==> src/rtl/nxn_parallel_crossbar_pkg.sv <==
// Shared definitions for the crossbar family: default sizes, route-select width
// derivation and packed-bus lane offset helper.
package nxn_parallel_crossbar_pkg;

   localparam int unsigned XBAR_DATA_W_DEF = 8;
   localparam int unsigned XBAR_PORT_N_DEF = 5;

   // Width of one route select; never below one bit so tiny crossbars still elaborate.
   function automatic int unsigned xbar_sel_w(input int unsigned port_n);
      return (port_n < 2) ? 1 : $clog2(port_n);
   endfunction

   function automatic int unsigned xbar_lane_lo(input int unsigned lane, input int unsigned width);
      return lane * width;
   endfunction

endpackage

==> src/rtl/nxn_parallel_crossbar_if.sv <==
// Data, flow-control and route-configuration bus of the N x N crossbar.
// The slave modport is the crossbar's view; master is the driver's view.
interface nxn_parallel_crossbar_if
   import nxn_parallel_crossbar_pkg::*;
#(
   parameter int unsigned DATA_W = XBAR_DATA_W_DEF,
   parameter int unsigned PORT_N = XBAR_PORT_N_DEF
);
   localparam int unsigned SEL_W = xbar_sel_w(PORT_N);

   logic [PORT_N*DATA_W-1:0] data_i;
   logic [PORT_N-1:0]        valid_i;
   logic [PORT_N-1:0]        ready_o;
   logic                     cfg_we_i;
   logic [PORT_N*SEL_W-1:0]  cfg_sel_i;
   logic [PORT_N-1:0]        cfg_en_i;
   logic [PORT_N*DATA_W-1:0] data_o;
   logic [PORT_N-1:0]        valid_o;
   logic [PORT_N-1:0]        ready_i;

   modport slave (
      input  data_i, valid_i, cfg_we_i, cfg_sel_i, cfg_en_i, ready_i,
      output ready_o, data_o, valid_o
   );

   modport master (
      output data_i, valid_i, cfg_we_i, cfg_sel_i, cfg_en_i, ready_i,
      input  ready_o, data_o, valid_o
   );

endinterface

==> src/rtl/nxn_parallel_crossbar_xbar_out_stage.sv <==
// Single-entry valid/ready pipeline register feeding one crossbar output link.
module xbar_out_stage #(
   parameter int unsigned DATA_W = 8
) (
   input  logic              clk_i,
   input  logic              rst_i,
   input  logic              i_load,
   input  logic [DATA_W-1:0] i_data,
   input  logic              i_ready,
   output logic              o_valid,
   output logic [DATA_W-1:0] o_data,
   output logic              o_can_accept
);

   logic              r_valid;
   logic [DATA_W-1:0] r_data;

   // Data only changes on a load, so it is stable while stalled or empty.
   always_ff @(posedge clk_i) begin
      if (rst_i) begin
         r_valid <= 1'b0;
         r_data  <= '0;
      end else if (i_load) begin
         r_valid <= 1'b1;
         r_data  <= i_data;
      end else if (i_ready) begin
         r_valid <= 1'b0;
      end
   end

   assign o_valid      = r_valid;
   assign o_data       = r_data;
   assign o_can_accept = !r_valid || i_ready;

endmodule

==> src/rtl/nxn_parallel_crossbar.sv <==
// N x N crossbar with per-output registered route table and output stage;
// one packet per output per cycle, multicast loads are all-or-nothing.
module nxn_parallel_crossbar
   import nxn_parallel_crossbar_pkg::*;
#(
   parameter int unsigned DATA_W = XBAR_DATA_W_DEF,
   parameter int unsigned PORT_N = XBAR_PORT_N_DEF
) (
   input logic                  clk_i,
   input logic                  rst_i,
   nxn_parallel_crossbar_if.slave bus
);

   localparam int unsigned SEL_W = xbar_sel_w(PORT_N);

   logic [SEL_W-1:0]                r_sel [PORT_N];
   logic [PORT_N-1:0]               r_en;

   logic [PORT_N-1:0][PORT_N-1:0]   w_hit;
   logic [PORT_N-1:0]               w_can_acc;
   logic [PORT_N-1:0]               w_routed;
   logic [PORT_N-1:0]               w_blocked;
   logic [PORT_N-1:0]               w_ready;
   logic [PORT_N-1:0]               w_xfer;
   logic [PORT_N-1:0]               w_load;
   logic [PORT_N-1:0]               w_valid;
   logic [PORT_N*DATA_W-1:0]        w_data;

   // Out-of-range selects are stored disabled so they can never match an input.
   always_ff @(posedge clk_i) begin
      if (rst_i) begin
         for (int unsigned o = 0; o < PORT_N; o++) begin
            r_sel[o] <= '0;
         end
         r_en <= '0;
      end else if (bus.cfg_we_i) begin
         for (int unsigned o = 0; o < PORT_N; o++) begin
            r_sel[o] <= bus.cfg_sel_i[xbar_lane_lo(o, SEL_W) +: SEL_W];
            r_en[o]  <= bus.cfg_en_i[o]
                        && (32'(bus.cfg_sel_i[xbar_lane_lo(o, SEL_W) +: SEL_W]) < PORT_N);
         end
      end
   end

   always_comb begin
      w_routed  = '0;
      w_blocked = '0;
      for (int unsigned p = 0; p < PORT_N; p++) begin
         for (int unsigned o = 0; o < PORT_N; o++) begin
            w_routed[p]  = w_routed[p]  | w_hit[o][p];
            w_blocked[p] = w_blocked[p] | (w_hit[o][p] & ~w_can_acc[o]);
         end
      end
   end

   assign w_ready = w_routed & ~w_blocked;
   assign w_xfer  = bus.valid_i & w_ready;

   for (genvar o = 0; o < PORT_N; o++) begin : g_out
      logic [DATA_W-1:0] w_src_data;

      for (genvar p = 0; p < PORT_N; p++) begin : g_hit
         assign w_hit[o][p] = r_en[o] && (r_sel[o] == SEL_W'(p));
      end

      always_comb begin
         w_src_data = '0;
         for (int unsigned p = 0; p < PORT_N; p++) begin
            if (r_sel[o] == SEL_W'(p)) begin
               w_src_data = bus.data_i[xbar_lane_lo(p, DATA_W) +: DATA_W];
            end
         end
      end

      // w_hit row is one-hot or zero, so this picks the routed input's transfer.
      assign w_load[o] = |(w_hit[o] & w_xfer);

      xbar_out_stage #(
         .DATA_W(DATA_W)
      ) u_stage (
         .clk_i        (clk_i),
         .rst_i        (rst_i),
         .i_load       (w_load[o]),
         .i_data       (w_src_data),
         .i_ready      (bus.ready_i[o]),
         .o_valid      (w_valid[o]),
         .o_data       (w_data[xbar_lane_lo(o, DATA_W) +: DATA_W]),
         .o_can_accept (w_can_acc[o])
      );
   end

   assign bus.ready_o = w_ready;
   assign bus.valid_o = w_valid;
   assign bus.data_o  = w_data;

endmodule

==> src/flat_wrapper.sv <==
// flat-port wrapper written by rule: the top's interface ports become plain ports
module nxn_parallel_crossbar_flat import nxn_parallel_crossbar_pkg::*;
#(
   parameter int unsigned DATA_W = XBAR_DATA_W_DEF,
   parameter int unsigned PORT_N = XBAR_PORT_N_DEF
)
  (clk_i, rst_i, bus_data_i, bus_valid_i, bus_cfg_we_i, bus_cfg_sel_i, bus_cfg_en_i, bus_ready_i, bus_ready_o, bus_data_o, bus_valid_o);
  nxn_parallel_crossbar_if #(.DATA_W(DATA_W), .PORT_N(PORT_N)) bus_i ();
  input logic clk_i;
  input logic rst_i;
  input wire logic [$bits(bus_i.data_i)-1:0] bus_data_i;
  input wire logic [$bits(bus_i.valid_i)-1:0] bus_valid_i;
  input wire logic [$bits(bus_i.cfg_we_i)-1:0] bus_cfg_we_i;
  input wire logic [$bits(bus_i.cfg_sel_i)-1:0] bus_cfg_sel_i;
  input wire logic [$bits(bus_i.cfg_en_i)-1:0] bus_cfg_en_i;
  input wire logic [$bits(bus_i.ready_i)-1:0] bus_ready_i;
  output wire logic [$bits(bus_i.ready_o)-1:0] bus_ready_o;
  output wire logic [$bits(bus_i.data_o)-1:0] bus_data_o;
  output wire logic [$bits(bus_i.valid_o)-1:0] bus_valid_o;
  assign bus_i.data_i = bus_data_i;
  assign bus_i.valid_i = bus_valid_i;
  assign bus_i.cfg_we_i = bus_cfg_we_i;
  assign bus_i.cfg_sel_i = bus_cfg_sel_i;
  assign bus_i.cfg_en_i = bus_cfg_en_i;
  assign bus_i.ready_i = bus_ready_i;
  assign bus_ready_o = bus_i.ready_o;
  assign bus_data_o = bus_i.data_o;
  assign bus_valid_o = bus_i.valid_o;
  nxn_parallel_crossbar #(.DATA_W(DATA_W), .PORT_N(PORT_N)) u_core (.clk_i(clk_i), .rst_i(rst_i), .bus(bus_i));
endmodule
==> config.mk <==
export PLATFORM = sky130hd
export DESIGN_NAME = nxn_parallel_crossbar_flat
export DESIGN_NICKNAME = d
export VERILOG_FILES = /design/src/rtl/nxn_parallel_crossbar_pkg.sv /design/src/rtl/nxn_parallel_crossbar_if.sv /design/src/rtl/nxn_parallel_crossbar_xbar_out_stage.sv /design/src/rtl/nxn_parallel_crossbar.sv /design/src/flat_wrapper.sv
export SDC_FILE = /design/constraint.sdc
export NUM_CORES = 1
export LEC_CHECK = 0
export BUFFER_PORTS_ARGS = -buffer_cell sky130_fd_sc_hd__buf_2
export CORE_MARGIN = 4
export CORE_UTILIZATION = 49
export CTS_CLUSTER_SIZE = 12
export DETAILED_ROUTE_END_ITERATION = 7
export PLACE_DENSITY = 0.8
export RECOVER_POWER = 100
export SYNTH_ARGS = -nofsm -noshare
export SYNTH_HDL_FRONTEND = slang
export SYNTH_HIERARCHICAL = 1
export SYNTH_SLANG_ARGS = --single-unit
==> constraint.sdc <==
create_clock -name clk_i -period 2.16 [get_ports clk_i]
set_input_delay 0.54 -clock clk_i [delete_from_list [all_inputs] [get_ports clk_i]]
set_output_delay 0.54 -clock clk_i [all_outputs]
set_load 0.02 [all_outputs]
# == Yosys cells after proc, flatten, opt, wreduce, memory -nomap -nowiden ==
# Memories as Yosys holds them, arrays and structs flattened.
# Index checks and enable logic that the tools add are counted.
# totals
register_bits,50
mem_bits_rw,15
out_inout_bits,50
word_cells,220
n_memories,1
# memory_table
name,words,word_bits,read_ports,rd_ports_with_merged_regs,wr,line,rtl
u_core.r_sel,5,3,5,0,5,nxn_parallel_crossbar.sv:16,logic [SEL_W-1:0] r_sel [PORT_N];
# classes
order_cmp,5
eq_ne,20
muxes,45
n_bitwise,83
reduce_logical,55
# ops
op,n
two-way mux 8 bit,25
OR 1 bit,45
bitwise AND 5 bit,7
== test 3 x 2 -> 1 bit (second input constant),10
logical AND 1 bit,30
bitwise AND 1 bit,25
OR reduction 5 bit,5
== test 3 x 1 -> 1 bit (second input constant),5
== test 3 bit (second input constant),5
zero test 3 bit,5
< comparator 3 bit (second input constant),5
two-way mux 1 bit,15
two-way mux 3 bit,5
nonzero test 2 bit,5
zero test 1 bit,5
logical OR 1 bit,5
NOT 1 bit,5
NOT 5 bit,1

# == Longest topological paths before layout ==
# logic_depth
depth_word,14
ltp_mapped,11

# == Hierarchy ==
# The synthesis kept the hierarchy.
# modules_own_cells
module,instances,cells_each,area_per_inst_um2
nxn_parallel_crossbar,1,366,3150.5
xbar_out_stage,5,30,321.6

# == Worst setup path before layout ==
# OpenSTA, ideal clock, no wires.
# synth_path
path_type,reg-to-output
start,memory u_core/r_sel[1][1] in the netlist's numbering
end,output port bus_ready_o[3]
t_arrival_ps,1807
required_time_ps,1620
slack_ps,-187
stages_incl_launch_ff,7
n_path_buf,1
cell_sequence,edfxtp_1 buf_2 nand2_1 nor2_1 nand4b_1 a21oi_1 nor4_1
# synth_lines
item,line,rtl
start: declaration,nxn_parallel_crossbar.sv:16,
end: declaration,flat_wrapper.sv:17,output wire logic [$bits(bus_i.ready_o)-1:0] bus_ready_o;

==> impl_metrics.csv <==
group,metric,value,unit
critical_path,critical_path.max_fanout,4,
yosys,synthArstFlopShare,0,%
die,die_y,107,µm
critical_path,cp-end-kind,"output port",
sta,fin_crit_sh,123,%
yosys,synth_top_area_share,21.0,%
grt,grt_pass1_wl,27000,µm
placement,dp_hpwl,13000,µm
cts,cts-buffers-inserted,9,
sta,rsz0062_at_grt,"true",
die,rows,35,
die,pin_count,123,
cts,htreeDepth,3,
critical_path,cp-start-kind,"flop",
detailed_routing,drt_iter0_markers,433,
yosys,synth_flop_cell,"dfxtp_1",
sta,fin_ws,-503,ps
cts,cts.path.max_buffers,2,
pwr,pwr_density_cell,540,nW/µm²
status,violations,"setup timing",
detailed_routing,route.detailed.drc,0,
sta,clock.fmax,376,MHz
yosys,synth_top_family_by_area,"multiplexers",
placement,port_buffers,122,
sta,min_period,2660,ps
detailed_routing,vias_per_cell,6.11,
grt,grt_usage,30.2,%
sta,finalSetupViolations,50,
yosys,synthXorXnorAreaFrac,0,%
yosys,synth_edf_count,15,
detailed_routing,firstDrtPassIters,5,
cts,cts.clk_slew.worst_paths,80,ps
yosys,yosysSeqAreaShare,30.5,%
detailed_routing,wl_per_cell,20.4,µm
placement,place_congestion,1.00,
placement,dpl_worst_slack,-615,ps
grt,grt_max_degree,32,
job,drv_cap,0,
sta,hold_viol,0,
cts,cts_root_buf,"clkbuf_8",
yosys,synthCells,516,
finish,drive_above_1_share,38.2,%
sta,drv_slew,0,
yosys,yosys_warnings,6,
pwr,power,0.00362,W
status,status,"complete, but fails checks",
placement,dp.cells,819,
yosys,syn_nets,589,
critical_path,crit_type,"flop to output port",
detailed_routing,ant_nets,0,
grt,antenna_found_initial,0,
sta,worst_pin_slew,1090,ps
worst_hold_path,hp-class,"input port to flop",
grt,grt-ovfl-total,0,
yosys,yosys-top-cells-area,"dfxtp_1 21%, mux2i_1 13%, mux4_2 11%",
detailed_routing,wl,17400,µm
critical_path,rr_worst_depth,11,
critical_path,cp.arrival,2120,ps
die,start_util,51.0,%
yosys,yosysMostFrequentCell,"mux2i_1",
finish,num-nets-final,795,
yosys,synthTopCellsByCount,"60 x mux2i_1, 59 x nor2_1, 50 x dfxtp_1, 29 x nand2_1",
die,die_w,107,µm
yosys,ys_ff_latch,65,
cts,ctsHoldBuffers,0,
yosys,synth_simple_gate_area_share,21.1,%
die,dieArea,11400,µm²
yosys,yosysTopAreaCell,"dfxtp_1",
cts,cts_sinks,65,
detailed_routing,vias,5226,
die,core,9330,µm²
grt,first_global_vias,5206,
yosys,synthAdderAreaFrac,0,%
sta,relSlewSlack,27.2,%
finish,diodes,0,
critical_path,cp.required,1620,ps
yosys,syn_area,4760,µm²
worst_hold_path,hold_depth,3,
yosys,ys_types,59,
finish,syn_to_final_growth,41.2,%
yosys,syn_avg_cell_area,9.22,µm²
finish,fin_cells,856,
cts,insertion_delay,350,ps
pwr,vdd_drop_max,0.000401,V
yosys,yosys-mux-area-fraction,23.5,%
pwr,power_leakage,2.70,nW
cts,cts_tree,"yes",
sta,skew,14.0,ps
yosys,synth_compound_area_share,18.2,%
[metrics by stage]
stage	TNS [ps]	hold slack, ps	utilization (%)	cell area, µm²
6_report	-15190	471	72.0	6720
5_1_grt	-19210	471	72.0	6720
3_3_place_gp	-22340	466	64.9	6050
2_1_floorplan	-379	451	-	4790
3_5_place_dp	-21410	475	64.9	6050
4_1_cts	-12280	454	70.6	6590
[cells in the final DEF, fill, tap and decap left out, drive strengths merged, types with 10 or more instances in the layout]
| master | count |
|---|---|
| and2 | 19 |
| o21ai | 25 |
| nor2 | 59 |
| nand3 | 15 |
| buf | 182 |
| edfxtp | 15 |
| dfxtp | 50 |
| a21oi | 24 |
| nand2b | 10 |
| nand2 | 29 |
| inv | 24 |
| a22oi | 25 |
| mux2i | 60 |
| a22o | 14 |
| o22ai | 17 |
| mux4 | 23 |
| clkbuf | 60 |
[worst paths after layout]
check             slack, ps                              start                                 to
setup / recovery       -500                 u_core/r_sel[4][1]                     bus_ready_o[2]
setup reg to reg       -430                 u_core/r_sel[4][1]  u_core/g_out[1].u_stage/o_data[7]
hold reg to reg         500  u_core/g_out[4].u_stage/o_data[5]  u_core/g_out[4].u_stage/o_data[5]
hold / removal          470                    bus_cfg_en_i[4]                     u_core/r_en[4]
[critical path: stages, from the launching register on]
cell      delay [ps]
edfxtp_1         460
and4bb_2         320
a222oi_1         310
a21boi_2         260
buf_4            140
and3_4           180
buf_6            110
[power breakdown]
group / leakage, nW / internal [W] / switching, W / total (W)
clock network: 0.113 / 0.000616 / 0.000555 / 0.00117
registers: 0.565 / 0.00129 / 0.0000419 / 0.00134
logic: 2.02 / 0.000527 / 0.000591 / 0.00112
[metal layers]
layer  part of all wire, %  GRT usage [%]  vias up
li1                      -              -     2343
met1                    41           40.7     2458
met2                    47           47.2      371
met3                    10           7.59       54
met4                   2.3           10.4        0
met5                     0              0        -
[repair_timing]
item	4_1_cts	5_1_grt
cloned	1	2
pin swaps	13	19
hold endpoints to repair	0	0
resized for setup	39	37
endpoints found under the setup margin	50	50
setup buffers	16	8
[area by class of cell]
cell class / instances / area, µm²
clock buffers: 10 / 149
well taps: 129 / 161
multi-input cells: 390 / 3270
fillers: 739 / 2610
flip-flops and latches: 65 / 1450
inverters: 24 / 95.1
repair buffers: 232 / 1520
clock inverters: 6 / 70.1
[sequential cells by signal, summed over array words and instances (netlist names)]
signal	flops
u_core/r_en	5
u_core/g_out.u_stage/o_data	40
u_core/r_sel	15
u_core/g_out.u_stage/o_valid	5
[cells by family after synthesis]
group	count (synthesis)
AOI/OAI and AO/OA	126
buffers and inverters	61
DFF	65
muxes	83
and+or+nand+nor	181
(Power assumes the default switching activity.)
